==> config.mk <==
export PLATFORM = sky130hd
export DESIGN_NAME = axi_burst_writer
export DESIGN_NICKNAME = d
export VERILOG_FILES = /design/src/rtl/axi_burst_writer.sv
export SDC_FILE = /design/constraint.sdc
export NUM_CORES = 1
export LEC_CHECK = 0
export ABC_AREA = 0
export CORE_ASPECT_RATIO = 0.8
export CORE_MARGIN = 2
export CORE_UTILIZATION = 39
export DETAILED_ROUTE_END_ITERATION = 8
export GPL_ROUTABILITY_DRIVEN = 0
export PLACE_DENSITY = 0.89
export SLEW_MARGIN = 40
export SYNTH_ARGS = -nofsm -noshare
export SYNTH_HDL_FRONTEND = slang
export SYNTH_SLANG_ARGS = --single-unit
==> constraint.sdc <==
create_clock -name clk -period 2.7 [get_ports clk]
set_clock_uncertainty 0.05 [all_clocks]
set_input_delay 0.54 -clock clk [delete_from_list [all_inputs] [get_ports clk]]
set_output_delay 0.54 -clock clk [all_outputs]
set_load 0.1 [all_outputs]
==> src/rtl/axi_burst_writer.sv <==
// axi_burst_writer: turns a (address, byte length) write request plus a data
// stream into one or more AXI4 INCR write bursts, one burst outstanding at a
// time, and reports a single OK/error status per request.
// Optional feature: define AXI_BURST_WRITER_4K_SPLIT_EN to also split bursts
// at 4 KB address boundaries.
module axi_burst_writer #(
    parameter int ADDR_W    = 16,
    parameter int DATA_W    = 32,
    parameter int LEN_W     = 16,
    parameter int ID_W      = 4,
    parameter int AXI_ID    = 0,
    parameter int MAX_BURST = 16
) (
    input  logic                clk,
    input  logic                rst,
    // write request
    input  logic [ADDR_W-1:0]   req_addr,
    input  logic [LEN_W-1:0]    req_len,
    input  logic                req_vld,
    output logic                req_rdy,
    // completion response
    output logic                resp_status,
    output logic                resp_vld,
    input  logic                resp_rdy,
    // data stream
    input  logic [DATA_W-1:0]   s_tdata,
    input  logic [DATA_W/8-1:0] s_tkeep,
    input  logic                s_tlast,
    input  logic                s_tvalid,
    output logic                s_tready,
    // AXI write address
    output logic [ID_W-1:0]     awid,
    output logic [ADDR_W-1:0]   awaddr,
    output logic [7:0]          awlen,
    output logic [2:0]          awsize,
    output logic [1:0]          awburst,
    output logic                awvalid,
    input  logic                awready,
    // AXI write data
    output logic [DATA_W-1:0]   wdata,
    output logic [DATA_W/8-1:0] wstrb,
    output logic                wlast,
    output logic                wvalid,
    input  logic                wready,
    // AXI write response
    input  logic [1:0]          bresp,
    input  logic [ID_W-1:0]     bid,
    input  logic                bvalid,
    output logic                bready
);

    localparam int BYTES = DATA_W / 8;
    localparam int SIZE  = $clog2(BYTES);
    // Common width for comparing beat counts from different sources.
    localparam int CW    = (LEN_W + 1 > 13) ? LEN_W + 1 : 13;

    localparam logic [LEN_W:0]    BYTES_M1   = (LEN_W + 1)'(BYTES - 1);
    localparam logic [LEN_W-1:0]  BYTES_LEN  = LEN_W'(BYTES);
    localparam logic [ADDR_W-1:0] ADDR_STEP  = ADDR_W'(BYTES);
    localparam logic [ADDR_W-1:0] ALIGN_MASK = ~ADDR_W'(BYTES - 1);

    typedef enum logic [2:0] {
        S_IDLE,
        S_AW,
        S_W,
        S_B,
        S_RESP
    } state_t;

    state_t            state;
    state_t            state_nxt;

    logic [ADDR_W-1:0] addr;         // address of the next beat to write
    logic [LEN_W-1:0]  remaining;    // bytes still to be written for this request
    logic              err;          // sticky error over all bursts of the request
    logic [8:0]        beat_cnt;     // beats left in the current burst
    logic [8:0]        burst_beats;  // size of the burst about to be issued

    logic              w_hs;
    logic              final_beat;
    logic [LEN_W-1:0]  rem_low;
    logic [LEN_W:0]    rem_beats;
    logic [CW-1:0]     cand;

    // Sideband stream fields carry no meaning here; framing is by byte count.
    logic              unused_inputs;
    assign unused_inputs = ^{s_tkeep, s_tlast, bid};

    assign w_hs       = (state == S_W) && s_tvalid && wready;
    assign final_beat = (remaining <= BYTES_LEN);
    assign rem_low    = remaining % BYTES_LEN;

`ifdef AXI_BURST_WRITER_4K_SPLIT_EN
    logic [12:0] beats_4k;
    assign beats_4k = (13'h1000 - {1'b0, addr[11:0]}) >> SIZE;
`endif

    // Burst size: remaining beats, capped by MAX_BURST (and the 4 KB boundary when enabled).
    always_comb begin
        // NOTE: every combinational output gets a default first so no path leaves it unassigned (no latch).
        rem_beats = ({1'b0, remaining} + BYTES_M1) >> SIZE;
        cand      = CW'(rem_beats);
        if (cand > CW'(MAX_BURST)) cand = CW'(MAX_BURST);
`ifdef AXI_BURST_WRITER_4K_SPLIT_EN
        if (cand > CW'(beats_4k)) cand = CW'(beats_4k);
`endif
        burst_beats = 9'(cand);
    end

    // State register.
    always_ff @(posedge clk) begin
        // NOTE: sequential state uses non-blocking assignments so all flops update together at the edge.
        if (rst) state <= S_IDLE;
        else     state <= state_nxt;
    end

    // Next-state logic.
    always_comb begin
        state_nxt = state;
        case (state)
            S_IDLE: if (req_vld) state_nxt = (req_len == '0) ? S_RESP : S_AW;
            S_AW:   if (awready) state_nxt = S_W;
            S_W:    if (w_hs && wlast) state_nxt = S_B;
            S_B:    if (bvalid) state_nxt = (remaining != '0) ? S_AW : S_RESP;
            S_RESP: if (resp_rdy) state_nxt = S_IDLE;
            default: state_nxt = S_IDLE;
        endcase
    end

    // Request bookkeeping: address, byte count, beat counter and error flag.
    always_ff @(posedge clk) begin
        if (rst) begin
            addr      <= '0;
            remaining <= '0;
            err       <= 1'b0;
            beat_cnt  <= '0;
        end else begin
            case (state)
                S_IDLE: if (req_vld) begin
                    addr      <= req_addr & ALIGN_MASK;
                    remaining <= req_len;
                    err       <= 1'b0;
                end
                S_AW: if (awready) beat_cnt <= burst_beats;
                S_W: if (w_hs) begin
                    addr      <= addr + ADDR_STEP;
                    remaining <= final_beat ? '0 : remaining - BYTES_LEN;
                    beat_cnt  <= beat_cnt - 9'd1;
                end
                S_B: if (bvalid) err <= err | (bresp != 2'b00);
                default: ;
            endcase
        end
    end

    // Output decode: handshake strobes per state plus the data pass-through.
    always_comb begin
        req_rdy     = (state == S_IDLE);
        awvalid     = (state == S_AW);
        wvalid      = (state == S_W) && s_tvalid;
        s_tready    = (state == S_W) && wready;
        bready      = (state == S_B);
        resp_vld    = (state == S_RESP);
        resp_status = err;
        awid        = ID_W'(AXI_ID);
        awaddr      = addr;
        awlen       = 8'(burst_beats - 9'd1);
        awsize      = 3'(SIZE);
        awburst     = 2'b01;
        wdata       = s_tdata;
        wlast       = (beat_cnt == 9'd1);
        for (int i = 0; i < BYTES; i++) begin
            wstrb[i] = !final_beat || (rem_low == '0) || (LEN_W'(i) < rem_low);
        end
    end

endmodule

==> run summary, run 1 <==
The flow ran to the end, but the final reports show violations. The final reports fail on setup timing. The run gives 0 as the total overflow reported by the global router. Dividing the detail-routed wire length by the instance count gives 16.8 microns. Buffers placed on the I/O ports in this run total 72.

The tools report the highest clock rate as 0.297 GHz. The library cell with the highest instance count after synthesis is sky130_fd_sc_hd__nand2_1. Global routing consumed, on the met3 layer, 4.07% of the routing resources. Among cell families on the critical path, the largest total delay comes from compound AO/OA/AOI/OAI gates.

The floorplan step set the die height to 89.5 microns. The average instance in the mapped netlist occupies 7.33 sq um. The horizontal die dimension was 111 microns.

After routing the design area is 0.00509 sq mm. Cells with a size suffix above 1 make up 30.1% of the layout. The number of placed I/O pins is 160, and the violation count after the first detailed-route iteration is 365. Before CTS, the worst setup slack after placement is -0.374 ns. The run gives 18100 microns as the global-route wire length before repair.

On the worst path, the slowest cell contributes a delay of 0.44 ns. After legalization and detailed placement, the total HPWL measured 8000 microns. The tree is rooted in a sky130_fd_sc_hd__clkbuf_16. The average via count per standard cell was 5.90. The tools report the total routed wirelength as 11400 microns.

In the global route stage, met1 resource usage came out at 25.6%. The TritonCTS buffer count is 5, and the floorplan row count is 31. The post-route antenna net violation count was 0.

The shortest clock period the worst path allows after layout was 3.37 ns. The slowest stage of the critical path is the sky130_fd_sc_hd__a2111o_1 cell. The final-report hold violation count is 0. The number of register bits inferred by synthesis is 43, and the maximum root-to-sink buffer count is 2.

TritonCTS built the clock tree. The min-delay analysis places its worst path in the category reg2reg. STA classifies the critical path startpoint as a register. The area growth from synthesis to layout is 43.0%.

The required time of the critical path was 2.11 ns; the final critical-path share of the clock period was 125%. At the later pin of the worst-skew pair, clock insertion delay measures 0.29 ns. The post-route setup TNS came out at -3.75 ns. 0 antenna diodes ended up in the layout.

After global routing, the most crowded layer is met2. Power spread over the standard cell area amounts to 779 mW/mm^2. The tools report the maximum vdd ir drop as 0.900 mV. The DRC violations left is 0, and the count of flip-flops with a built-in enable after synthesis is 0. On the final layout, the worst hold slack is 0.446 ns. The final setup violation count came out at 8.

The number of max-slew violations in the final report is 0, and the maximum number of pins on one net before global-route repair is 40. In this run the standard cell core region covers 0.00896 sq mm. Global routing used 41.0% of the available met2 tracks.

For this design, the CTS-stage hold fixing added 0 buffers. After filler insertion, the fill cell instance count of the layout stands at 747. The initial antenna violation count is 0.

Of all cell types, the one taking the most synthesized area is sky130_fd_sc_hd__dfxtp_1. The initial utilization of the core area, before any placement, comes to 39.8%. The worst setup path is captured at an output pin. Setup repair after global routing could not meet its margin everywhere. The commonest cells after synthesis are 51 x sky130_fd_sc_hd__nand2_1, 50 x sky130_fd_sc_hd__nor2_1, 44 x sky130_fd_sc_hd__buf_4.

The number of buffer and inverter instances along the worst setup path came out at 2. The first detailed-routing pass took 5 iterations. Synthesis instantiated 69 different standard cells from the library. The mapped netlist covers 0.00356 sq mm.

Number of sinks handled by clock tree synthesis: 43. The run gives 24.2% as the sequential-to-total area share from yosys stat. Headroom to the max-slew limit came out at 61.1%. After clock tree synthesis, the clock-pin slew on the worst setup and hold paths is 0.07 ns.

Of all nets on the critical path, the largest fanout is 3. The tools report the synthesized netlist cell count as 486. Among all flip-flop cells after synthesis, the most frequent one is sky130_fd_sc_hd__dfxtp_1. At the pin with the least slew margin, the transition time is 0.578 ns. Yosys printed 0 warnings. In this run the biggest area consumer among cell types represents 24.2% of the synthesized area.

The tools report the reported max-cap violation count as 0. The final layout contains 654 nets. The setup path with the least slack is of type reg2out. The leakage dissipation was 2.01 nW; the total vias in the final route was 4008. The critical path goes through or3_1 > a2111o_1 > a2111oi_4 > buf_4 > nand2_4 > ha_4 > nand3_4 > nor3_4 > o21bai_4 > buf_12.

The critical path arrival was 2.78 ns. Sorting the synthesized cells by area gives the leading types as sky130_fd_sc_hd__dfxtp_1 24%, sky130_fd_sc_hd__buf_4 9.3%, sky130_fd_sc_hd__nand2_1 5.4%, sky130_fd_sc_hd__nor2_1 5.3%, sky130_fd_sc_hd__a21oi_1 4.8%. The tools report the area of the die as 0.00992 sq mm. The aggregate global-route resource usage is 21.8%, and the share of synthesized flip-flops with an asynchronous set or reset is 0%. The tools report the number of levels the H-tree was split into as 2. The number of global-route vias before repair was 3829; the minimum setup slack in the final design was -0.666 ns. Summing all placed instances gives a cell area of 0.00470 sq mm.
-- cell type report --
type,instances,area (sq um),share of cell area [%]
flip-flops and latches,43,887,17.4
well taps,115,144,2.82
repair buffers,135,1330,26.1
multi-input cells,366,2490,48.9
clock buffers,5,125,2.46
clock inverters,3,66.3,1.30
inverters,12,52.6,1.03
-- worst paths after layout --
check                                           startpoint                   endpoint  slack (ns)  cells past startpoint
worst max-delay path            remaining[11]$_SDFFE_PP0P_                   awlen[4]       -0.67                     10
worst min-delay path              beat_cnt[7]$_SDFFE_PP0P_   beat_cnt[7]$_SDFFE_PP0P_        0.45                      1
worst max register to register   remaining[3]$_SDFFE_PP0P_  remaining[2]$_SDFFE_PP0P_        0.20                     10
worst min register to register    beat_cnt[7]$_SDFFE_PP0P_   beat_cnt[7]$_SDFFE_PP0P_        0.45                      1
-- cells by family (layout without fill, tap and decap cells) --
family / after synthesis / count (layout) / synth area share, %
AOI/OAI and AO/OA: 130 / 130 / 25.5
xor gates and xnor gates: 8 / 8 / 1.97
adders and majority gates: 8 / 8 / 2.81
buffers and inverters: 87 / 155 / 15.1
DFF: 43 / 43 / 24.2
muxes: 5 / 5 / 1.44
other: 2 / 12 / 0.211
and+or+nand+nor: 203 / 203 / 28.8
-- stage by stage --
step / std cells / power, mW / utilization, %
4_1_cts: 676 / 3.89 / 55.9
5_1_grt: 679 / 4.12 / 56.9
6_report: 679 / 3.97 / 56.9
3_3_place_gp: 664 / 2.96 / 52.5
2_1_floorplan: 496 / 2.54 / -
3_5_place_dp: 664 / 3.02 / 52.5
-- layout by cell type (no fill, tap or decap), types with 5 or more instances in the layout --
cell type                         count
sky130_fd_sc_hd__a21oi_1             34
sky130_fd_sc_hd__buf_6                8
sky130_fd_sc_hd__a311oi_1             5
sky130_fd_sc_hd__a32oi_1              5
sky130_fd_sc_hd__a22oi_1              5
sky130_fd_sc_hd__nand3_1             15
sky130_fd_sc_hd__nand2_1             47
sky130_fd_sc_hd__nor2_1              49
sky130_fd_sc_hd__buf_4               73
sky130_fd_sc_hd__nand4_1              5
sky130_fd_sc_hd__inv_1                9
sky130_fd_sc_hd__dfxtp_1             30
sky130_fd_sc_hd__clkbuf_16            5
sky130_fd_sc_hd__o21ai_0             26
sky130_fd_sc_hd__conb_1              12
sky130_fd_sc_hd__or3_1                7
sky130_fd_sc_hd__clkdlybuf4s50_1     39
sky130_fd_sc_hd__nor3_1              17
sky130_fd_sc_hd__nor4_1              11
sky130_fd_sc_hd__nor2b_1              6
sky130_fd_sc_hd__a211oi_1             7
sky130_fd_sc_hd__buf_12              15
sky130_fd_sc_hd__ha_1                 5
sky130_fd_sc_hd__dfxtp_2              9
-- worst reg2reg max path: cells and delay by family, from the launching register on --
family,cells,cell delay [ns]
buffers and inverters,4,0.57
adders and majority gates,1,0.22
and+or+nand+nor,3,0.70
DFF,1,0.39
AOI/OAI and AO/OA,2,0.48
-- state kept, by name (all words and copies together) (netlist names) --
name / count
awaddr: 14
beat_cnt: 9
remaining: 16
resp_status: 1
state: 3
-- where the power goes --
| group | total (mW) | switching (mW) | internal [mW] |
|---|---|---|---|
| clock | 0.791 | 0.260 | 0.531 |
| sequential | 0.804 | 0.0867 | 0.717 |
| combinational | 2.37 | 1.50 | 0.870 |
-- repair_timing --
action | CTS | global route
resized for setup | 21 | 18
endpoints found under the setup margin | 11 | 11
pin swaps | 6 | 6
setup buffers | 4 | 3
hold endpoints to repair | 0 | 0
cloned | 0 | 0
-- per-layer routing --
metal  vias to the layer above  wire length, microns
li1                       1872                     -
met3                        40                   922
met2                       237                  5650
met5                         -                     0
met4                         0                   346
met1                      1859                  4520
No activity file was read; power rests on OpenSTA's default activity.
==> inputs of run 2 (changes only) <==
--- a/config.mk
+++ b/config.mk
@@ -8,10 +8,11 @@
 export ABC_AREA = 0
 export CORE_ASPECT_RATIO = 0.8
 export CORE_MARGIN = 2
-export CORE_UTILIZATION = 39
+export CORE_UTILIZATION = 46
+export CTS_CLUSTER_DIAMETER = 120
 export DETAILED_ROUTE_END_ITERATION = 8
 export GPL_ROUTABILITY_DRIVEN = 0
-export PLACE_DENSITY = 0.89
+export PLACE_DENSITY = 0.95
 export SLEW_MARGIN = 40
 export SYNTH_ARGS = -nofsm -noshare
 export SYNTH_HDL_FRONTEND = slang
==> constraint.sdc (replaced) <==
create_clock -name clk -period 4 [get_ports clk]
set_clock_uncertainty 0.05 [all_clocks]
set_input_delay 0.8 -clock clk [delete_from_list [all_inputs] [get_ports clk]]
set_output_delay 0.8 -clock clk [all_outputs]
set_load 0.1 [all_outputs]
==> run 2 against run 1 <==
Effect of this change:
- the run now ends clean
- sequential share of layout area is 3.3 points higher
- via count is 5.5% lower
- routed wire length is 15% lower
- power is 46% lower
- worst hold slack worse by 0.013 ns
- flip-flop and latch count stayed put
- largest power group unchanged
==> run summary, run 2 (synthesis results as in run 1) <==
The run finished with clean final reports. The power per unit of standard cell area was 506 mW/mm^2 (was 779 mW/mm^2); the number of global-route vias before repair was 3347 (was 3829). The half-perimeter wire length after detailed placement came out at 6960 microns (was 8000 microns).

Element type at the critical path end: an output pin (unchanged). The core region area came out at 0.00746 sq mm (was 0.00896 sq mm). The nature of the critical path startpoint is a register (unchanged). For the maximum root-to-sink buffer count, the log shows 2 (unchanged). The post-route antenna net violation count is 0 (unchanged). The run gives 41 (was 40) as the maximum number of pins on one net before global-route repair. The kind of critical path is reg2out (unchanged). The register name with the most flops was remaining (unchanged). The register clock-pin slew on the reported worst setup and hold paths is 0.09 ns (was 0.07 ns), and the number of placed I/O pins is 160 (unchanged). The run gives 0 (unchanged) as the initial antenna violation count.

The critical path arrival is 3.01 ns (was 2.78 ns), and the number of optimization iterations in the first detailed-route pass is 6 (was 5). The number of sinks handled by clock tree synthesis was 43 (unchanged); the fraction of power consumed by the clock network was 13.0% (was 19.9%). The tools report the initial standard-cell utilization of the core as 47.7% (was 39.8%).

The total vias in the final route was 3786 (was 4008); the switching power share of the total was 53.3% (was 46.6%). The tools report the area of the die as 0.00847 sq mm (was 0.00992 sq mm). The logs give 15400 microns (was 18100 microns) for the global-route wire length before repair and 0.999 mW (was 2.12 mW) for the internal power of the cells.

The clock period could shrink to 3.86 ns. The DRC violations left is 0 (unchanged), and the total routed wirelength is 9680 microns (was 11400 microns). The net load switching power is 1.14 mW (was 1.85 mW), and the TritonCTS buffer count is 5 (unchanged). The logs give 0 (unchanged) for the number of buffers inserted for hold repair after clock tree synthesis and 0 (unchanged) for the number of max-slew violations in the final report. The run gives 0.389 mV (was 0.900 mV) as the maximum vdd ir drop. Insertion delay to the later sink of the worst-skew pair: 0.30 ns (was 0.29 ns).

The number of placed instances, taps included was 606 (was 664). Count of buffers from port buffering: 72 (unchanged). Transition at the pin with the smallest max-transition slack: 0.662 ns (was 0.578 ns).

For the final antenna diode count, the log shows 0 (unchanged). The number of flip-flops under the largest register name was 16 (unchanged). The share of power burned in registers was 26.8% (was 20.3%); the number of levels the H-tree was split into was 2 (unchanged). The headroom to the max-slew limit was 55.9% (was 61.1%); the aggregate global-route resource usage was 22.5% (was 21.8%). The post-route cell area was 0.00422 sq mm (was 0.00509 sq mm); the worst slack on hold paths was 0.434 ns (was 0.446 ns). The vertical extent of the die came out at 82.7 microns (was 89.5 microns).

Cell area reported after detailed placement: 0.00410 sq mm (was 0.00470 sq mm). Growth of design area from synthesis to finish: 18.5% (was 43.0%). The most common cell after layout, fill and taps aside was sky130_fd_sc_hd__nand2_1 (was sky130_fd_sc_hd__buf_4). Average via count per standard cell: 6.15 (was 5.90).

The CTS root buffer is sky130_fd_sc_hd__clkbuf_8 (was sky130_fd_sc_hd__clkbuf_16). The final-report hold violation count was 0 (unchanged); the final critical-path share of the clock period was 96.5%. The final setup violation count is 0 (was 8), and the ratio of cells with drive above 1 in the final layout is 19.0% (was 30.1%). The required time of the critical path was 3.15 ns (was 2.11 ns). TritonCTS built the clock tree. Class of the tightest hold or removal check: reg2reg (unchanged). For the highest clock rate, the log shows 0.259 GHz. The violation count after the first detailed-route iteration is 527 (was 365), and the final standard cell count with taps included and fillers excluded is 616 (was 679).

The leakage dissipation was 1.59 nW (was 2.01 nW); the number of fill cells was 633 (was 747). The total overflow reported by the global router is 0 (unchanged). Top library cells by usage in the layout, fill and taps aside: 50 x sky130_fd_sc_hd__nand2_1, 49 x sky130_fd_sc_hd__nor2_1, 39 x sky130_fd_sc_hd__clkdlybuf4s50_1 (was 73 x sky130_fd_sc_hd__buf_4, 49 x sky130_fd_sc_hd__nor2_1, 47 x sky130_fd_sc_hd__nand2_1). The reported max-cap violation count came out at 0 (unchanged).

The tools report the combinational fraction of design power as 60.3% (was 59.8%). The detail-routed net length per standard cell came out at 15.7 microns (was 16.8 microns). Floorplan row count: 28 (was 31). The number of nets in the finished design was 601 (was 654). The horizontal die dimension is 102 microns (was 111 microns), and the maximum net fanout on the critical path is 11 (was 3).
## run 2: cell types whose count changed in the layout (fill, tap and decap cells not counted), moves of 4 or more
cell | previous run | this run
sky130_fd_sc_hd__clkbuf_16 | 5 | 0
sky130_fd_sc_hd__dfxtp_1 | 30 | 34
sky130_fd_sc_hd__buf_2 | 0 | 16
sky130_fd_sc_hd__buf_4 | 73 | 21
sky130_fd_sc_hd__clkbuf_8 | 0 | 5
sky130_fd_sc_hd__buf_6 | 8 | 0
sky130_fd_sc_hd__buf_12 | 15 | 6
## run 2: final timing paths
kind / from / to / slack, ns / cells after the start
setup reg to reg: remaining[11]$_SDFFE_PP0P_ / remaining[5]$_SDFFE_PP0P_ / 1.30 / 6
hold / removal: beat_cnt[7]$_SDFFE_PP0P_ / beat_cnt[7]$_SDFFE_PP0P_ / 0.43 / 1
setup / recovery: remaining[5]$_SDFFE_PP0P_ / awlen[4] / 0.14 / 11
hold reg to reg: beat_cnt[7]$_SDFFE_PP0P_ / beat_cnt[7]$_SDFFE_PP0P_ / 0.43 / 1
## run 2: timing repair
| item | 4_1_cts | 5_1_grt |
|---|---|---|
| endpoints found under the setup margin | 1 | 1 |
| pin swaps | 1 | 2 |
| buffers inserted | 0 | 2 |
| cloned | 0 | 0 |
| resized for setup | 1 | 5 |
## run 2: final cells by class
cell class | count | area [sq um] | share of cell area [%]
clock buffers | 5 | 68.8 | 1.63
inverters | 12 | 45.0 | 1.07
flip-flops and latches | 43 | 875 | 20.7
repair buffers | 82 | 748 | 17.7
multi-input cells | 366 | 2340 | 55.4
clock inverters | 3 | 15.0 | 0.356
well taps | 105 | 131 | 3.11
## run 2: power by group through the flow
| stage | logic (mW) | registers (mW) | clock network (mW) |
|---|---|---|---|
| floorplan | 1.01 | 0.680 | 0 |
| global placement | 1.26 | 0.571 | 0 |
| detailed placement | 1.26 | 0.575 | 0 |
| CTS | 1.27 | 0.566 | 0.279 |
| global route | 1.36 | 0.582 | 0.299 |
| finish | 1.29 | 0.572 | 0.277 |
## run 2: routing by layer
layer / wire (microns) / share of wire (%) / global-route usage, % / vias to the layer above
met1: 3950 / 41 / 29.2 / 1741
met2: 4640 / 48 / 37.2 / 246
met3: 864 / 8.9 / 4.88 / 41
met4: 228 / 2.4 / 8.00 / 0
li1: - / - / - / 1758
met5: 0 / 0 / 0 / -
## run 2: worst max-delay path, stage by stage (launching register included)
cell and delay (ns):
sky130_fd_sc_hd__dfxtp_2 0.49, sky130_fd_sc_hd__nand3_4 0.16, sky130_fd_sc_hd__or4_4 0.55, sky130_fd_sc_hd__o2111ai_4 0.24, sky130_fd_sc_hd__a2111oi_4 0.05, sky130_fd_sc_hd__buf_4 0.19
sky130_fd_sc_hd__nand2_1 0.12, sky130_fd_sc_hd__ha_4 0.21, sky130_fd_sc_hd__nand3_2 0.10, sky130_fd_sc_hd__nor3_4 0.24, sky130_fd_sc_hd__o21bai_4 0.17, sky130_fd_sc_hd__buf_12 0.19
## run 2: stage by stage
step | TNS (ns) | worst slack (ns) | util, % | power [mW]
floorplan | -0.677 | -0.227 | - | 1.69
global placement | 0 | 0.361 | 56.1 | 1.83
detailed placement | 0 | 0.229 | 55.0 | 1.84
CTS | 0 | 0.0189 | 56.1 | 2.11
global route | -0.0107 | -0.0107 | 56.6 | 2.24
finish | 0 | 0.140 | 56.6 | 2.14
